$ cat config.mk
export PLATFORM = sky130hd
export DESIGN_NAME = pc_sequencer
export DESIGN_NICKNAME = d
export VERILOG_FILES = /design/src/rtl/pc_seq_pkg.sv /design/src/rtl/pc_sequencer_branch_target.sv /design/src/rtl/pc_sequencer.sv
export SDC_FILE = /design/constraint.sdc
export NUM_CORES = 1
export LEC_CHECK = 0
export CAP_MARGIN = 20
export CORE_ASPECT_RATIO = 1.25
export CORE_MARGIN = 2
export CORE_UTILIZATION = 46
export CTS_CLUSTER_DIAMETER = 60
export DETAILED_ROUTE_END_ITERATION = 10
export MAX_ROUTING_LAYER = met4
export PLACE_DENSITY_LB_ADDON = 0.12
export SYNTH_ARGS = -nofsm -noshare
export SYNTH_HDL_FRONTEND = slang
export SYNTH_SLANG_ARGS = --single-unit
export TNS_END_PERCENT = 5
$ cat constraint.sdc
create_clock -name CLK -period 2.6 [get_ports CLK]
set_input_delay 0.39 -clock CLK [delete_from_list [all_inputs] [get_ports CLK]]
set_output_delay 0.39 -clock CLK [all_outputs]
set_load 0.03 [all_outputs]
$ cat src/rtl/pc_seq_pkg.sv
// pc_seq_pkg: shared types and default parameters for the PC sequencer.
//   seqState_t   run-controller state encoding (IDLE, LOAD, RUN, HALT)
//   HALT_INSTR   instruction encoding that ends a program
//   *_DEF        default widths for PC, branch offset and retired counter
//   CNT_SAT_DEF  saturation value of the retired counter at its default width
package pc_seq_pkg;

  localparam int PC_W_DEF  = 8;
  localparam int OFF_W_DEF = 6;
  localparam int CNT_W_DEF = 16;

  localparam logic [8:0] HALT_INSTR = 9'h1FF;

  localparam logic [CNT_W_DEF-1:0] CNT_SAT_DEF = '1;

  typedef enum logic [1:0] {
    IDLE = 2'd0,
    LOAD = 2'd1,
    RUN  = 2'd2,
    HALT = 2'd3
  } seqState_t;

endpackage

$ cat src/rtl/pc_sequencer_branch_target.sv
// branch_target: combinational branch-target computation for the PC sequencer.
// Build option: PC_SEQ_BRANCH_ABS_EN
//   defined   -> target is the zero-extended offset (absolute, low 2^OFF_W addresses)
//   undefined -> target is PC + sign-extended offset, wrapping modulo 2^PC_W
// Ports:
//   pc      in   PC_W   current program counter
//   offset  in   OFF_W  branch offset field from the instruction
//   target  out  PC_W   branch destination address
module branch_target #(
  parameter int PC_W  = 8,
  parameter int OFF_W = 6
) (
  input  logic [PC_W-1:0]  pc,
  input  logic [OFF_W-1:0] offset,
  output logic [PC_W-1:0]  target
);

`ifdef PC_SEQ_BRANCH_ABS_EN
  logic unusedPc;
  assign unusedPc = ^pc;
  assign target   = PC_W'(offset);
`else
  logic [PC_W-1:0] offsetExt;
  // Casting the signed offset keeps its sign while widening to PC_W.
  assign offsetExt = PC_W'($signed(offset));
  assign target    = pc + offsetExt;
`endif

endmodule

$ cat src/rtl/pc_sequencer.sv
// pc_sequencer: program counter and run controller for the 9-bit-instruction core.
// Holds the PC presented to the instruction ROM, loads the start address, applies
// taken branches, stops on the halt instruction and counts retired instructions.
// Build option: PC_SEQ_BRANCH_ABS_EN selects absolute branch targets (see branch_target).
// Ports:
//   CLK         in   1      core clock, rising edge
//   Reset       in   1      synchronous active-high reset
//   Start       in   1      level request to (re)load StartAddr and run
//   StartAddr   in   PC_W   first instruction address
//   Instr       in   9      instruction at PC (combinational ROM read)
//   Branch      in   1      decoded branch instruction
//   Zero        in   1      ALU zero flag; branch taken when Branch && Zero
//   Offset      in   OFF_W  branch offset field
//   PC          out  PC_W   instruction address to ROM
//   Running     out  1      high exactly while in RUN
//   Done        out  1      high from halt until next Start or Reset
//   InstrCount  out  CNT_W  retired instructions, saturating
//
// state | meaning
// IDLE  | after reset; PC holds, waits for Start
// LOAD  | Start held: PC <= StartAddr, count cleared; leaves for RUN when Start drops
// RUN   | one instruction retires per cycle
// HALT  | halt retired; PC, count and Done hold until Start
module pc_sequencer
  import pc_seq_pkg::*;
#(
  parameter int PC_W  = PC_W_DEF,
  parameter int OFF_W = OFF_W_DEF,
  parameter int CNT_W = CNT_W_DEF
) (
  input  logic             CLK,
  input  logic             Reset,
  input  logic             Start,
  input  logic [PC_W-1:0]  StartAddr,
  input  logic [8:0]       Instr,
  input  logic             Branch,
  input  logic             Zero,
  input  logic [OFF_W-1:0] Offset,
  output logic [PC_W-1:0]  PC,
  output logic             Running,
  output logic             Done,
  output logic [CNT_W-1:0] InstrCount
);

  localparam logic [CNT_W-1:0] CNT_MAX = '1;

  seqState_t       state;
  logic [PC_W-1:0] branchPc;

  branch_target #(
    .PC_W  (PC_W),
    .OFF_W (OFF_W)
  ) uBranchTarget (
    .pc     (PC),
    .offset (Offset),
    .target (branchPc)
  );

  always_ff @(posedge CLK) begin
    if (Reset) begin
      state      <= IDLE;
      PC         <= '0;
      Running    <= 1'b0;
      Done       <= 1'b0;
      InstrCount <= '0;
    end else begin
      case (state)
        IDLE: begin
          if (Start) state <= LOAD;
        end
        LOAD: begin
          if (Start) begin
            PC         <= StartAddr;
            InstrCount <= '0;
          end else begin
            state   <= RUN;
            Running <= 1'b1;
          end
        end
        RUN: begin
          if (Start) begin
            // Abort: nothing retires on this edge, the reload happens in LOAD.
            state   <= LOAD;
            Running <= 1'b0;
          end else begin
            if (InstrCount != CNT_MAX) InstrCount <= InstrCount + 1'b1;
            if (Instr == HALT_INSTR) begin
              state   <= HALT;
              Running <= 1'b0;
              Done    <= 1'b1;
            end else if (Branch && Zero) begin
              PC <= branchPc;
            end else begin
              PC <= PC + 1'b1;
            end
          end
        end
        HALT: begin
          if (Start) begin
            state <= LOAD;
            Done  <= 1'b0;
          end
        end
        default: state <= IDLE;
      endcase
    end
  end

endmodule

==> results.toml, run 1 <==
[critical_path]
path_class = "in -> reg"
required_ns = 2.82
startpoint_type = "primary input"
cp_max_fo = 4
startpoint = "Branch"
endpoint_kind = "register"
reg2reg_from = "state[0]"
cp.arrival_ns = 2.64

[synthesis]
synthArstFlopShare = 0
yosysWarnings = 0
synth_edf_count = 0
synth_area_per_cell_sq_um = 8.11
synth-seq-cells = 28
synth_cell_types = 39
synth_ff_type = "dfxtp_1"
syn_inst = 207
syn_nets = 246
yosysSeqAreaShare = 0.334
syn_area_sq_um = 1680

[clock_tree]
clock_path_buffers = 2
cts-root-buf = "clkbuf_8"
cts_sinks = 28
post_cts_buffers = 0
numCtsBuffers = 3
cts_tree = "done"
h-tree-depth = 1
clkTransAtPathRegs_ns = 0.09
insertion_delay_ns = 0.28

[routing]
totalWireLength_mm = 4.03
wl_per_cell_microns = 13.1
via_count = 1729
ant_nets = 0
avgViaCountPerCell = 5.61
firstDrtPassIters = 4
dr.first_iter.drc_count = 90
route.detailed.drc = 0

[timing]
fin_hold_ws_ns = 0.485
finalCritPeriodShare = 0.932
slew_headroom = 0.554
finalClockSkew_ns = 0.00482
tightest_slew_ns = 0.664
drv_slew = 0
hold_viol_final = 0
fin_crit_ns = 2.42
finalSetupViolations = 0
clock.fmax_ghz = 0.413

[floorplan]
core_area_sq_um = 3480
die_height_microns = 71.5
core.rowCount = 24
ios = 54
dieArea_sq_um = 4150
start_util = 0.482
die_width_microns = 58.0

[power]
worst_ir_drop_vdd_mv = 0.505
finalPower_mw = 1.67
power_density_nw_per_um2 = 696
leakage_nw = 0.904

[status]
status = "complete, no violations"

[layout]
antenna_cells = 0
drive_gt1_frac = 0.0855
fin_cells = 308
syn2layout_area_growth_pct = 43.2
nets = 309

[placement]
dpl.hpwl_mm = 3.12
portBuffers = 53
gp_congestion = 0.931
dp_cells = 304

[global_routing]
overflow = 0
grt_use_total = 0.215
grt_pass1_wl_mm = 6.90
grt_max_degree = 17
antenna_found_initial = 0
grt_pass1_vias = 1683

[job]
maxCapViolCount = 0

[min_path]
holdCritStartpoint = "Done"
worstHoldPathType = "reg -> reg"
## per-layer routing
layer | track usage | part of all wire | wire [microns]
met1 | 0.237 | 0.43 | 1730
met2 | 0.378 | 0.51 | 2070
met3 | 0.0235 | 0.035 | 140
met4 | 0.109 | 0.023 | 91
met5 | - | 0 | 0
## final timing paths
check,endpoint,slack [ns],cells after the start
max,PC[7],0.18,10
min,Done,0.49,2
max reg2reg,InstrCount[2],0.42,9
min reg2reg,Done,0.49,2
## report_power, final
part           leakage, nW  internal, mW  total [mW]  switching, mW
Clock               0.0357         0.207       0.350          0.143
Combinational        0.640         0.337       0.750          0.412
Sequential           0.227         0.495       0.573         0.0775
Total                0.904          1.04        1.67          0.633
## state kept, by name, indices dropped and copies added (netlist names)
| register | cells |
|---|---|
| Done | 1 |
| Running | 1 |
| InstrCount | 16 |
| PC | 8 |
| state | 2 |
## per-stage QoR
| step | cell area (sq um) | worst slack [ns] | setup TNS [ns] | util |
|---|---|---|---|---|
| 6_report | 2400 | 0.177 | 0 | 0.690 |
| 5_1_grt | 2400 | -0.0184 | -0.0184 | 0.690 |
| 4_1_cts | 2390 | 0.0887 | 0 | 0.686 |
| 3_5_place_dp | 2320 | -0.204 | -0.469 | 0.666 |
| 3_3_place_gp | 2320 | -0.131 | -0.293 | 0.666 |
| 2_1_floorplan | 1680 | 0.437 | 0 | - |
## worst max-delay path, stage by stage
cell and delay, ns:
clkdlybuf4s50_1 0.51, nand3_1 0.12, inv_1 0.07, ha_1 0.24
a211oi_2 0.26, o21bai_1 0.13, a21oi_2 0.20, mux2i_1 0.23
mux2_2 0.35, a31oi_1 0.11
## cell usage after synthesis (all sizes together) (3+ instances only)
cell,n,area share
nand2,14,0.031
o211ai,3,0.013
nand3,11,0.033
ha,10,0.075
nor3,10,0.030
dfxtp,28,0.33
xor2,10,0.052
a31oi,4,0.015
xnor2,3,0.016
clkbuf,6,0.013
nand4,7,0.026
o21ai,7,0.021
nor2,25,0.056
inv,8,0.018
nor3b,3,0.016
a21oi,11,0.033
and3,5,0.019
nor2b,3,0.011
a211oi,10,0.045
or3,3,0.011
## cell type report
cell class                 instances  area, sq um
fill                             309         1080
clock buffer                       3         41.3
inverter                           8         30.0
timing repair buffer              65          621
sequential                        28          561
clock inverter                     1         30.0
tap                               39         48.8
multi-input combinational        164         1070
## kinds of logic (layout without fill, tap and decap cells)
logic type,count (synthesis),in the layout,synth area share
XOR/XNOR,13,13,0.0679
flip-flops,28,28,0.334
AO/OA/AOI/OAI,46,46,0.180
multiplexers,4,4,0.0254
AND/OR/NAND/NOR,90,90,0.272
adder cells (fa/ha/maj),11,11,0.0865
buffers and inverters,15,77,0.0343
## cell usage in the layout, fill, tap and decap left out, drive strengths merged, types with 3 or more instances in the layout
cell / n
o21ai: 7
nand2: 14
nand4: 7
nor2b: 3
and3: 5
xnor2: 3
clkdlybuf4s50: 53
nor3b: 3
nor3: 10
dfxtp: 28
ha: 10
xor2: 10
a211oi: 10
a21oi: 11
inv: 8
clkbuf: 3
or3: 3
nor2: 25
a31oi: 4
buf: 12
o211ai: 3
nand3: 11
## repair_timing
item,in CTS,in global routing
resized for setup,0,3
setup endpoints to repair,0,3
hold buffers,0,0
Power figures use the tool's default switching activity.
==> inputs of run 2 (changes only) <==
- CORE_UTILIZATION: 46 -> 49
- SYNTH_HIERARCHICAL: unset -> 1
==> run 2 against run 1 <==
Clock power is 22% lower. Clock skew is 0.0015 ns lower. Worst hold slack worse by 0.0024 ns. Sequential power is 3% lower. Combinational power is 18% higher. Critical path depth is 1 higher. Cell count is 22% higher. Routed wire length is 39% higher. Synthesized area is 23% higher. First-iteration DRC count is 27% higher. Global-route usage is 4.0 points higher. Critical path type unchanged.
==> results.toml, run 2 <==
[status]
status = "complete, no violations"

[floorplan]
die_width_microns = 62.1
dieArea_sq_um = 4760
core_area_sq_um = 4070
die_height_microns = 76.6
core.rowCount = 26
ios = 54
start_util = 0.508

[timing]
slew_headroom = 0.697
hold_viol_final = 0
fin_tns_setup_ns = 0
tightest_slew_ns = 0.451
finalSetupViolations = 0
finalCritPeriodShare = 0.862
finalClockSkew_ns = 0.00329
fin_crit_ns = 2.24
drv_slew = 0
clock.fmax_ghz = 0.446
rsz0062_at_grt = "false"

[layout]
drive_gt1_frac = 0.0654
final_common_cell = "clkdlybuf4s50_1"
nets = 363
largest_register_ffs = 16
mostFrequentLayoutCells = "clkdlybuf4s50_1 (53), a21oi_1 (35), nand2_1 (30), dfxtp_1 (28)"
final_core_util = 0.674
reg.largest.list = "InstrCount x16, PC x8, state x2"
antenna_cells = 0
fillers = 364
top_register = "InstrCount"
syn2layout_area_growth_pct = 32.5
fin_cells = 377

[synthesis]
synth_area_leaders = "dfxtp_1 (27%), a21oi_1 (8.5%), ha_1 (7.3%)"
synth_ff_type = "dfxtp_1"
syn_nets = 307
yosysSeqAreaShare = 0.271
yosysTopAreaCellShare = 0.271
yosys-top-cells-count = "a21oi_1 (35), nand2_1 (30), dfxtp_1 (28), nor2_1 (16), o21ai_0 (16)"
synthArstFlopShare = 0
yosysMostFrequentCell = "a21oi_1"
synth_edf_count = 0
synth_area_per_cell_sq_um = 7.77
syn_area_sq_um = 2070
yosysWarnings = 6
synth_top_area_cell = "dfxtp_1"
syn_inst = 266
synth_cell_types = 52
synth-seq-cells = 28

[global_routing]
overflow = 0
grt_pass1_wl_mm = 9.45
grt_use_total = 0.255
antenna_found_initial = 0
grt_max_degree = 28
grt_pass1_vias = 2183

[critical_path]
reg2reg_from = "state[0]"
path_class = "in -> reg"
ff2ff_setup_slack_ns = 0.53
path_cells = "clkdlybuf4s50_1 > ha_1 > inv_1 > fa_1 > nor2b_4 > o21ai_0 > a21oi_1 > nor2_1 > a211oi_1 > a211oi_1 > nor3_1"
crit_slowest_cell = "clkdlybuf4s50_1"
startpoint_type = "primary input"
cp_max_fo = 3
required_ns = 2.80
crit_end = "PC[4]"
cp.arrival_ns = 2.44
slowest_delay_ns = 0.46
crit_top_cell = "a211oi_1"
startpoint = "Offset[0]"
endpoint_kind = "register"
r2r_cells = 8
r2r_end = "InstrCount[13]"

[clock_tree]
post_cts_buffers = 0
cts_tree = "done"
cts_resized = 0
clock_path_buffers = 2
cts_sinks = 28
numCtsBuffers = 3
h-tree-depth = 1
insertion_delay_ns = 0.27
ctsHoldBuffers = 0
clkTransAtPathRegs_ns = 0.10
cts-root-buf = "clkbuf_8"

[placement]
portBuffers = 53
gp_congestion = 0.967
dp_cells = 373
dpl.hpwl_mm = 4.16

[routing]
totalWireLength_mm = 5.59
dr.first_iter.drc_count = 114
ant_nets = 0
avgViaCountPerCell = 5.90
via_count = 2223
firstDrtPassIters = 4
route.detailed.drc = 0
wl_per_cell_microns = 14.8

[power]
leakage_nw = 0.960
p_int_uw = 993
pwr-share-seq = 0.323
power_density_nw_per_um2 = 627
comb_power_share = 0.517
p_clk_frac = 0.160
switching_share = 0.422
p_switching_uw = 723
worst_ir_drop_vdd_mv = 0.365

[min_path]
worstHoldPathType = "reg -> reg"

[job]
maxCapViolCount = 0
[run 2: cell count changes in the layout (fill, tap and decap cells not counted), moves of 5 or more]
cell	change
nand2_1	+16
a21oi_1	+25
a41oi_1	+6
o21ai_0	+9
o21ai_1	+5
nor2_1	-9
o211ai_1	+6
xor2_1	-7
[run 2: worst max-delay path: cells and delay by family]
kind	cells	cell delay [ns]
AOI/OAI and AO/OA	4	0.50
buffers and inverters	2	0.53
and+or+nand+nor	3	0.40
adders and majority gates	2	0.62
[run 2: how the worst min path moves through the flow]
stage                        start  endpoint  slack [ns]  cells past startpoint
after floorplan           state[1]  state[1]        0.54                      2
after global placement        Done      Done        0.46                      2
after detailed placement      Done      Done        0.47                      2
after CTS                     Done      Done        0.49                      2
after global routing          Done      Done        0.54                      2
final                         Done      Done        0.48                      2
[run 2: cells by family (layout without fill, tap and decap cells)]
family	count (synthesis)	in the layout	synth area share
xor gates and xnor gates	6	6	0.0254
adders and majority gates	13	13	0.0823
DFF	28	28	0.271
AOI/OAI and AO/OA	101	101	0.315
muxes	2	2	0.00969
and+or+nand+nor	95	95	0.252
buffers and inverters	21	76	0.0448
[run 2: power by group through the flow]
stage,combinational (mW),clock (mW),sequential [mW]
final,0.888,0.274,0.554
after global placement,0.866,0,0.563
after floorplan,0.553,0,0.627
after detailed placement,0.880,0,0.563
after CTS,0.883,0.283,0.553
after global routing,0.994,0.294,0.560
[run 2: final cells by class]
type | count | area, sq um | share of cell area
timing repair buffer | 63 | 606 | 0.221
sequential | 28 | 561 | 0.205
tap | 56 | 70.1 | 0.0256
multi-input combinational | 217 | 1410 | 0.516
clock buffer | 4 | 55.1 | 0.0201
inverter | 9 | 33.8 | 0.0123
[run 2: through the flow]
step	power (mW)	hold WS [ns]	cell area, sq um	setup slack [ns]
floorplan	1.18	0.536	2070	0.421
global placement	1.43	0.461	2680	0.166
detailed placement	1.44	0.474	2680	0.0993
CTS	1.72	0.489	2740	0.374
global route	1.85	0.540	2740	0.245
finish	1.72	0.483	2740	0.359
[run 2: metal layers]
| metal | wire length (microns) | vias to the layer above | global-route usage |
|---|---|---|---|
| li1 | - | 1112 | - |
| met1 | 2380 | 1035 | 0.307 |
| met2 | 2900 | 68 | 0.431 |
| met3 | 245 | 8 | 0.0204 |
| met4 | 74 | 0 | 0.0851 |
| met5 | 0 | - | - |
